`src/rtl/regfile_pkg.sv`:
```
// regfile shared widths and control encodings.
// Imported by regfile and regfile_rport.
package regfile_pkg;

  localparam int REG_NUM      = 32;
  localparam int REG_NUM_LOG2 = 5;
  localparam int REG_ADDR_W   = REG_NUM_LOG2;
  localparam int DATA_W       = 32;

  typedef logic [DATA_W-1:0]     reg_bus_t;
  typedef logic [REG_ADDR_W-1:0] reg_addr_t;

  localparam reg_bus_t  ZERO_WORD     = '0;
  localparam reg_addr_t NOP_REG_ADDR  = '0;

  localparam logic RST_ENABLE    = 1'b1;
  localparam logic WRITE_ENABLE  = 1'b1;
  localparam logic WRITE_DISABLE = 1'b0;
  localparam logic READ_ENABLE   = 1'b1;
  localparam logic READ_DISABLE  = 1'b0;

  typedef enum logic [1:0] {
    RSEL_ZERO,
    RSEL_BYP,
    RSEL_ARR
  } rsel_e;

endpackage

```
`src/rtl/regfile_rport.sv`:
```
// regfile read port: reset / enable / x0 / bypass / array
// priority mux, purely combinational.
module regfile_rport
  import regfile_pkg::*;
#(
  parameter int REG_ADDR_W = regfile_pkg::REG_ADDR_W,
  parameter int DATA_W     = regfile_pkg::DATA_W
) (
  input  logic                  rst_in,
  input  logic                  re_in,
  input  logic [REG_ADDR_W-1:0] raddr_in,
  input  logic                  byp_we_in,
  input  logic [REG_ADDR_W-1:0] byp_addr_in,
  input  logic [DATA_W-1:0]     byp_data_in,
  input  logic [DATA_W-1:0]     arr_data_in,
  output logic [DATA_W-1:0]     rdata_out
);

  logic  kill;
  logic  byp_hit;
  rsel_e sel;

  // kill and byp_hit are made disjoint so the select
  // below is one-hot by construction
  assign kill = (rst_in == RST_ENABLE)
             || (re_in == READ_DISABLE)
             || (raddr_in == '0);

  assign byp_hit = !kill
                && (byp_we_in == WRITE_ENABLE)
                && (byp_addr_in == raddr_in);

  always_comb begin
    sel = RSEL_ARR;
    unique case (1'b1)
      kill:    sel = RSEL_ZERO;
      byp_hit: sel = RSEL_BYP;
      default: sel = RSEL_ARR;
    endcase
  end

  always_comb begin
    rdata_out = '0;
    unique case (sel)
      RSEL_ZERO: rdata_out = '0;
      RSEL_BYP:  rdata_out = byp_data_in;
      RSEL_ARR:  rdata_out = arr_data_in;
      default:   rdata_out = '0;
    endcase
  end

endmodule

```
`src/rtl/regfile.sv`:
```
// RV32I 32x32 register file, two bypassed read ports, x0 = 0.
// REGFILE_WCNT_EN adds wcnt_out, a committed-write counter.
module regfile
  import regfile_pkg::*;
#(
  parameter int REG_NUM    = regfile_pkg::REG_NUM,
  parameter int REG_ADDR_W = regfile_pkg::REG_ADDR_W,
  parameter int DATA_W     = regfile_pkg::DATA_W
) (
  input  logic                  clk_in,
  input  logic                  rst_in,
  input  logic                  rdy_in,
  input  logic                  we_in,
  input  logic [REG_ADDR_W-1:0] waddr_in,
  input  logic [DATA_W-1:0]     wdata_in,
  input  logic                  re1_in,
  input  logic [REG_ADDR_W-1:0] raddr1_in,
  output logic [DATA_W-1:0]     rdata1_out,
  input  logic                  re2_in,
  input  logic [REG_ADDR_W-1:0] raddr2_in,
  output logic [DATA_W-1:0]     rdata2_out
`ifdef REGFILE_WCNT_EN
  ,
  output logic [31:0]           wcnt_out
`endif
);

  logic [DATA_W-1:0] regs [REG_NUM];

  logic byp_we;
  logic commit;
  logic [DATA_W-1:0] arr1;
  logic [DATA_W-1:0] arr2;

  // a stalled write will not commit, so it must not bypass either
  assign byp_we = (we_in == WRITE_ENABLE) && rdy_in;

  assign commit = !rst_in
               && byp_we
               && (waddr_in != '0);

  always_ff @(posedge clk_in) begin
    if (rst_in == RST_ENABLE) begin
      for (int i = 0; i < REG_NUM; i++) begin
        regs[i] <= '0;
      end
    end else if (commit) begin
      regs[waddr_in] <= wdata_in;
    end
  end

  assign arr1 = regs[raddr1_in];
  assign arr2 = regs[raddr2_in];

  regfile_rport #(
    .REG_ADDR_W (REG_ADDR_W),
    .DATA_W     (DATA_W)
  ) u_rport1 (
    .rst_in      (rst_in),
    .re_in       (re1_in),
    .raddr_in    (raddr1_in),
    .byp_we_in   (byp_we),
    .byp_addr_in (waddr_in),
    .byp_data_in (wdata_in),
    .arr_data_in (arr1),
    .rdata_out   (rdata1_out)
  );

  regfile_rport #(
    .REG_ADDR_W (REG_ADDR_W),
    .DATA_W     (DATA_W)
  ) u_rport2 (
    .rst_in      (rst_in),
    .re_in       (re2_in),
    .raddr_in    (raddr2_in),
    .byp_we_in   (byp_we),
    .byp_addr_in (waddr_in),
    .byp_data_in (wdata_in),
    .arr_data_in (arr2),
    .rdata_out   (rdata2_out)
  );

`ifdef REGFILE_WCNT_EN
  logic [31:0] wcnt_q;

  always_ff @(posedge clk_in) begin
    if (rst_in == RST_ENABLE) begin
      wcnt_q <= '0;
    end else if (commit) begin
      wcnt_q <= wcnt_q + 32'd1;
    end
  end

  assign wcnt_out = wcnt_q;
`else
  // without the counter a commit only touches the array
`endif

endmodule

```
`config.mk`:
```
export PLATFORM = sky130hd
export DESIGN_NAME = regfile
export DESIGN_NICKNAME = d
export VERILOG_FILES = /design/src/rtl/regfile_pkg.sv /design/src/rtl/regfile_rport.sv /design/src/rtl/regfile.sv
export SDC_FILE = /design/constraint.sdc
export NUM_CORES = 2
export LEC_CHECK = 0
export BUFFER_PORTS_ARGS = -buffer_cell sky130_fd_sc_hd__buf_4
export CORE_MARGIN = 3
export CORE_UTILIZATION = 35
export CTS_CLUSTER_DIAMETER = 120
export DETAILED_ROUTE_END_ITERATION = 8
export GPL_TIMING_DRIVEN = 1
export MAX_ROUTING_LAYER = met4
export PLACE_DENSITY = 0.58
export SYNTH_ARGS = -nofsm -noshare
export SYNTH_HDL_FRONTEND = slang
export SYNTH_SLANG_ARGS = --single-unit
```
`constraint.sdc`:
```
create_clock -name clk_in -period 3.5 [get_ports clk_in]
set_input_delay 0.175 -clock clk_in [delete_from_list [all_inputs] [get_ports clk_in]]
set_output_delay 0.175 -clock clk_in [all_outputs]
set_load 0.02 [all_outputs]
```
# Word-level counts from Yosys, hierarchy flattened
# Memories as Yosys holds them, arrays and structs flattened.
# Index checks and enable logic that the tools add are counted.
[totals]
memories = 1
elab_cells = 39
ramBits = 1024
input_bits = 53
register_bits = 0
output_inout_bits = 64
[mem_list]
columns = ["memory", "words", "word_bits", "read_ports", "rd_clocked_by_memory_dff", "wr", "line", "text"]
rows = [
  ["regs", 32, 32, 2, 0, 32, "regfile.sv:28", "logic [DATA_W-1:0] regs [REG_NUM];"],
]
[op_classes]
n_eq_ne = 6
bitwise_logic = 2
reduce_logical = 18
mux = 12
[op_table]
columns = ["cell", "n"]
rows = [
  ["one-hot mux 32 bit (2 select lines)", 2],
  ["two-way mux 32 bit", 1],
  ["OR reduction 32 bit", 1],
  ["equality test 5 bit", 2],
  ["zero test 5 bit", 2],
  ["one-hot mux 2 bit (2 select lines)", 2],
  ["logical AND 1 bit", 7],
  ["two-way mux 1 bit", 6],
  ["two-way mux 5 bit", 1],
  ["nonzero test 5 bit", 1],
  ["equality test 2 x 1 -> 1 bit, second input constant", 2],
  ["equality test 2 bit, second input constant", 2],
  ["logical OR 1 bit", 4],
  ["zero test 1 bit", 3],
  ["inverter 1 bit", 2],
]

# Longest topological paths before layout
[logic_depth]
ltp_word = 9
depth_mapped = 9
mapped_depth_nobuf = 5

# Hierarchy
# Synthesis repeated with hierarchy kept, for this count alone.
[unflattened]
hier_cells = 4858
hier_area_um2 = 57362.5
[modules_own_cells]
columns = ["mod", "area_each_um2", "instances", "seq_area_each_um2", "cells_each"]
rows = [
  ["regfile", 56053.8, 1, 30749.5, 4610],
  ["regfile_rport", 654.4, 2, 0.0, 124],
]

# Worst setup path before layout
# Ideal clock, no wire load.
[synth_path]
path_kind = "input to output"
startpoint = "input port raddr2_in[2]"
endpoint = "output port rdata2_out[0]"
arrival_time_ns = 1.900
path_slack_ns = 1.425
required_time_ns = 3.325
path_buffers = 3
path_stages = 8
cell_sequence = "buf_2 -> buf_2 -> buf_1 -> mux4_2 -> mux2i_1 -> mux2i_1 -> nor2_1 -> o31ai_1"
[synth_via]
elab_chain_len = 8
word_cells_on_any_way = 11
classes_between = "3 x eq/ne; 2 x mux; 5 x reduce/logical; 1 x memory"
[synth_rtl]
columns = ["element", "line", "text"]
rows = [
  ["from (decl)", "regfile.sv:20", "input logic [REG_ADDR_W-1:0] raddr2_in,"],
  ["zero test 5 bit", "regfile_rport.sv:27", "|| (raddr_in == '0);"],
  ["logical OR 1 bit", "regfile_rport.sv:27", ""],
  ["zero test 1 bit", "regfile_rport.sv:29", "assign byp_hit = !kill"],
  ["logical AND 1 bit", "regfile_rport.sv:30", "&& (byp_we_in == WRITE_ENABLE)"],
  ["logical AND 1 bit", "regfile_rport.sv:31", "&& (byp_addr_in == raddr_in);"],
  ["one-hot mux 2 bit (2 select lines)", "regfile_rport.sv:35", "unique case (1'b1)"],
  ["equality test 2 bit or equality test 2 x 1 -> 1 bit (tied branches)", "regfile_rport.sv:44", "unique case (sel)"],
  ["one-hot mux 32 bit (2 select lines) (*)", "regfile_rport.sv:44", ""],
  ["to (decl)", "regfile.sv:21", "output logic [DATA_W-1:0] rdata2_out"],
]
# Mark *: on every way between the ends. The rest lies on a longest branch, timed or not.

# Worst setup path in the final report
[layout_path]
startpoint = "input port raddr1_in[0]"
endpoint = "output port rdata1_out[26]"
[layout_via]
elab_chain_len = 8
word_cells_on_any_way = 11
classes_between = "3 x eq/ne; 2 x mux; 5 x reduce/logical; 1 x memory"
[layout_rtl]
columns = ["element", "line", "text"]
rows = [
  ["from (decl)", "regfile.sv:17", "input logic [REG_ADDR_W-1:0] raddr1_in,"],
  ["zero test 5 bit", "regfile_rport.sv:27", ""],
  ["logical OR 1 bit", "regfile_rport.sv:27", ""],
  ["zero test 1 bit", "regfile_rport.sv:29", ""],
  ["logical AND 1 bit", "regfile_rport.sv:30", ""],
  ["logical AND 1 bit", "regfile_rport.sv:31", ""],
  ["one-hot mux 2 bit (2 select lines)", "regfile_rport.sv:35", ""],
  ["equality test 2 bit or equality test 2 x 1 -> 1 bit (tied branches)", "regfile_rport.sv:44", ""],
  ["one-hot mux 32 bit (2 select lines) (*)", "regfile_rport.sv:44", ""],
  ["to (decl)", "regfile.sv:18", "output logic [DATA_W-1:0] rdata1_out,"],
]
# Marks and branches as above.

==> run_summary.xml <==
<?xml version="1.0" encoding="UTF-8"?>
<metrics>
  <group name="status">
    <metric name="outcome" unit="">complete, no violations</metric>
  </group>
  <group name="route">
    <metric name="drt-wirelength-per-cell" unit="um">34.7</metric>
    <metric name="drt_iter0_markers" unit="">4693</metric>
    <metric name="routed_via_density" unit="">5.96</metric>
    <metric name="detailedRoute.firstPassIterationCount" unit="">5</metric>
    <metric name="ant_nets" unit="">0</metric>
    <metric name="dr_total_vias" unit="">34748</metric>
    <metric name="drc" unit="">0</metric>
    <metric name="totalWireLength" unit="mm">202</metric>
  </group>
  <group name="clocking">
    <metric name="tritoncts" unit="">yes</metric>
    <metric name="cts.htree.levels" unit="">3</metric>
    <metric name="clkTransAtPathRegs" unit="ns">0.06</metric>
    <metric name="post-cts-setup-buffer-count" unit="">0</metric>
    <metric name="max-clock-path-buffers" unit="">3</metric>
    <metric name="clock-root-buffer" unit="">sky130_fd_sc_hd__clkbuf_16</metric>
    <metric name="cts.sinks" unit="">1024</metric>
    <metric name="cts_buffers" unit="">110</metric>
  </group>
  <group name="pwr">
    <metric name="power.leakage" unit="nW">22.1</metric>
    <metric name="largest_voltage_drop_on_the_vdd_net" unit="V">0.000371</metric>
    <metric name="power_density" unit="nW/um^2">474</metric>
  </group>
  <group name="yosys">
    <metric name="synth_edf_count" unit="">1024</metric>
    <metric name="synth.distinct_cells" unit="">55</metric>
    <metric name="ys.warnings.count" unit="">0</metric>
    <metric name="ys_seq_elements" unit="">1024</metric>
    <metric name="syn-cell-area" unit="sq um">55800</metric>
    <metric name="synth_area_per_cell" unit="sq um">15.5</metric>
    <metric name="synth_async_sr_flop_share" unit="%">0</metric>
    <metric name="netlist.top_cell.by_area" unit="">sky130_fd_sc_hd__edfxtp_1</metric>
    <metric name="synth-seq-area-share" unit="%">55.2</metric>
    <metric name="post_synth_most_frequent_cells" unit="">1024 x sky130_fd_sc_hd__edfxtp_1, 1004 x sky130_fd_sc_hd__and2_1, 524 x sky130_fd_sc_hd__mux4_2</metric>
    <metric name="ranking_of_synthesized_cells_by_area" unit="">sky130_fd_sc_hd__edfxtp_1 55%, sky130_fd_sc_hd__mux4_2 21%, sky130_fd_sc_hd__and2_1 11%</metric>
    <metric name="yosysMostFrequentCell" unit="">sky130_fd_sc_hd__edfxtp_1</metric>
    <metric name="syn-instance-count" unit="">3586</metric>
    <metric name="post-synth-top-area-fraction" unit="%">55.2</metric>
    <metric name="postSynth.topFlopCell" unit="">sky130_fd_sc_hd__edfxtp_1</metric>
  </group>
  <group name="sta">
    <metric name="timing.final.max_slew_violations" unit="">0</metric>
    <metric name="finalHoldWorstSlack" unit="ns">0.0387</metric>
    <metric name="timing_worst_slew_pin_value" unit="ns">1.14</metric>
    <metric name="fmax" unit="GHz">0.308</metric>
    <metric name="report.final.hold_viol_count" unit="">0</metric>
    <metric name="tns" unit="ns">0</metric>
    <metric name="final.period_utilization" unit="%">92.8</metric>
    <metric name="setup_viol" unit="">0</metric>
    <metric name="slew_headroom" unit="%">23.7</metric>
    <metric name="final_period_minus_worst_setup_slack" unit="ns">3.25</metric>
    <metric name="setup_repair_after_global_routing_missed_its_margin" unit="">no</metric>
  </group>
  <group name="floorplan">
    <metric name="floorplan.rows" unit="">145</metric>
    <metric name="chipHeight" unit="um">405</metric>
    <metric name="die-area" unit="sq um">164000</metric>
    <metric name="io-pin-count" unit="">117</metric>
    <metric name="core-area" unit="sq um">157000</metric>
    <metric name="chipWidth" unit="um">405</metric>
    <metric name="start_util" unit="%">35.4</metric>
  </group>
  <group name="final_layout">
    <metric name="regMostFlops" unit="">regs</metric>
    <metric name="final_core_util" unit="%">40.5</metric>
    <metric name="reg.largest.list" unit="">regs (1024)</metric>
    <metric name="share_of_layout_cells_above_drive_strength_1" unit="%">30.9</metric>
    <metric name="design.final.nets" unit="">3729</metric>
    <metric name="area_growth_from_synthesis_to_final_layout" unit="%">14.2</metric>
    <metric name="largest_register_ff_count" unit="">1024</metric>
  </group>
  <group name="place">
    <metric name="post_dp_hpwl" unit="mm">118</metric>
    <metric name="gp_congestion" unit="">0.851</metric>
    <metric name="io_buffer_count" unit="">116</metric>
  </group>
  <group name="setup_path">
    <metric name="timing.setup.critical_path_class" unit="">in2out</metric>
    <metric name="timing.critical_path.to_type" unit="">output pin</metric>
    <metric name="worstPathRequired" unit="ns">3.32</metric>
    <metric name="critical_path_fanout_max" unit="">27</metric>
    <metric name="worstSetupStartpointType" unit="">input port</metric>
    <metric name="cp.arrival" unit="ns">3.07</metric>
  </group>
  <group name="flow_run">
    <metric name="drv_cap" unit="">0</metric>
  </group>
  <group name="grt">
    <metric name="grt_antenna_before_repair" unit="">19</metric>
    <metric name="gr-usage-met2" unit="%">39.9</metric>
    <metric name="number_of_global_route_vias_before_repair" unit="">35333</metric>
    <metric name="global_route_usage_over_all_layers" unit="%">25.2</metric>
    <metric name="global_route_overflow" unit="">0</metric>
    <metric name="global_route_wire_length_before_repair" unit="mm">281</metric>
    <metric name="grtUsageMet1" unit="%">32.9</metric>
    <metric name="grt_start_max_net_pins" unit="">64</metric>
    <metric name="globalRouteMet3Util" unit="%">4.45</metric>
    <metric name="grt-busiest-layer" unit="">met2</metric>
  </group>
  <group name="hold_path">
    <metric name="timing.hold.worst.class" unit="">in2reg</metric>
  </group>
</metrics>
==> area by class of cell <==
class	instances	area, sq um
Antenna cell	6	15.0
Fill cell	14134	93600
Sequential cell	1024	30700
Clock buffer	127	2820
Inverter	9	36.3
Timing Repair Buffer	331	3220
Tap cell	2058	2570
Multi-Input combinational cell	2200	23500
Clock inverter	75	758
==> cells in the final DEF (no fill, tap or decap), types with 4 or more instances in the layout <==
cell / instances
sky130_fd_sc_hd__clkbuf_1: 17
sky130_fd_sc_hd__nor2_1: 12
sky130_fd_sc_hd__clkinv_2: 23
sky130_fd_sc_hd__inv_1: 5
sky130_fd_sc_hd__o21ai_1: 18
sky130_fd_sc_hd__o22ai_1: 32
sky130_fd_sc_hd__nand3_1: 28
sky130_fd_sc_hd__xor2_1: 5
sky130_fd_sc_hd__buf_8: 6
sky130_fd_sc_hd__buf_4: 247
sky130_fd_sc_hd__inv_6: 4
sky130_fd_sc_hd__mux2i_1: 148
sky130_fd_sc_hd__xnor2_1: 5
sky130_fd_sc_hd__a221o_1: 6
sky130_fd_sc_hd__a22oi_1: 12
sky130_fd_sc_hd__a21o_1: 24
sky130_fd_sc_hd__a21oi_1: 25
sky130_fd_sc_hd__nand3b_1: 5
sky130_fd_sc_hd__clkinv_1: 31
sky130_fd_sc_hd__o31ai_1: 8
sky130_fd_sc_hd__clkbuf_16: 110
sky130_fd_sc_hd__diode_2: 6
sky130_fd_sc_hd__a211oi_1: 27
sky130_fd_sc_hd__mux4_2: 524
sky130_fd_sc_hd__edfxtp_1: 1024
sky130_fd_sc_hd__o21ai_0: 24
sky130_fd_sc_hd__or2_2: 32
sky130_fd_sc_hd__buf_12: 49
sky130_fd_sc_hd__and2_1: 1004
sky130_fd_sc_hd__a21boi_1: 8
sky130_fd_sc_hd__conb_1: 32
sky130_fd_sc_hd__a221oi_2: 12
sky130_fd_sc_hd__nor2_4: 32
sky130_fd_sc_hd__a311o_1: 5
sky130_fd_sc_hd__nand2_1: 44
sky130_fd_sc_hd__bufinv_16: 14
sky130_fd_sc_hd__dlygate4sd3_1: 29
sky130_fd_sc_hd__mux2_2: 90
==> path summary, 6_finish.rpt <==
kind | start | to | cells past startpoint
worst min-delay path | wdata_in[10] | regs[14][10] | 2
worst max-delay path | raddr1_in[0] | rdata1_out[26] | 9
==> per-stage QoR <==
step / cells / power (W) / area (sq um) / setup slack, ns
after global placement: 5592 / 0.0184 / 59800 / 0.292
after CTS: 5824 / 0.0303 / 63700 / 0.268
final: 5830 / 0.0302 / 63700 / 0.253
after detailed placement: 5593 / 0.0185 / 59800 / 0.302
after global routing: 5828 / 0.0310 / 63700 / 0.227
after floorplan: 3617 / 0.0170 / 55900 / 1.43
==> report_power, final <==
part	internal [W]	switching, W
Clock	0.00678	0.00511
Sequential	0.0141	0.000335
Combinational	0.00169	0.00213
==> critical path: stages <==
cell and delay, ns:
sky130_fd_sc_hd__buf_8 0.32, sky130_fd_sc_hd__xor2_1 0.14, sky130_fd_sc_hd__nor4_2 0.71, sky130_fd_sc_hd__buf_4 0.25, sky130_fd_sc_hd__and2_1 0.24, sky130_fd_sc_hd__buf_4 0.26, sky130_fd_sc_hd__nand2_1 0.08, sky130_fd_sc_hd__a21oi_1 0.60
sky130_fd_sc_hd__buf_4 0.26
==> per-layer routing <==
| metal | up-vias | wire (um) |
|---|---|---|
| met1 | 18433 | 79100 |
| met3 | 372 | 18900 |
| li1 | 13956 | - |
| met2 | 1987 | 96500 |
| met4 | 0 | 7480 |
| met5 | - | 0 |
==> cell families after synthesis <==
| logic type | count (synthesis) | synth area share (%) |
|---|---|---|
| AO/OA/AOI/OAI | 221 | 2.87 |
| XOR/XNOR | 10 | 0.157 |
| buffers and inverters | 393 | 3.41 |
| flip-flops | 1024 | 55.2 |
| multiplexers | 763 | 25.7 |
| other | 1 | 0.00673 |
| AND/OR/NAND/NOR | 1174 | 12.7 |
==> timing repair <==
action,4_1_cts,5_1_grt
endpoints found under the hold margin,854,0
resized for setup,0,0
hold buffers,29,0
No activity file was read; power rests on OpenSTA's default activity.
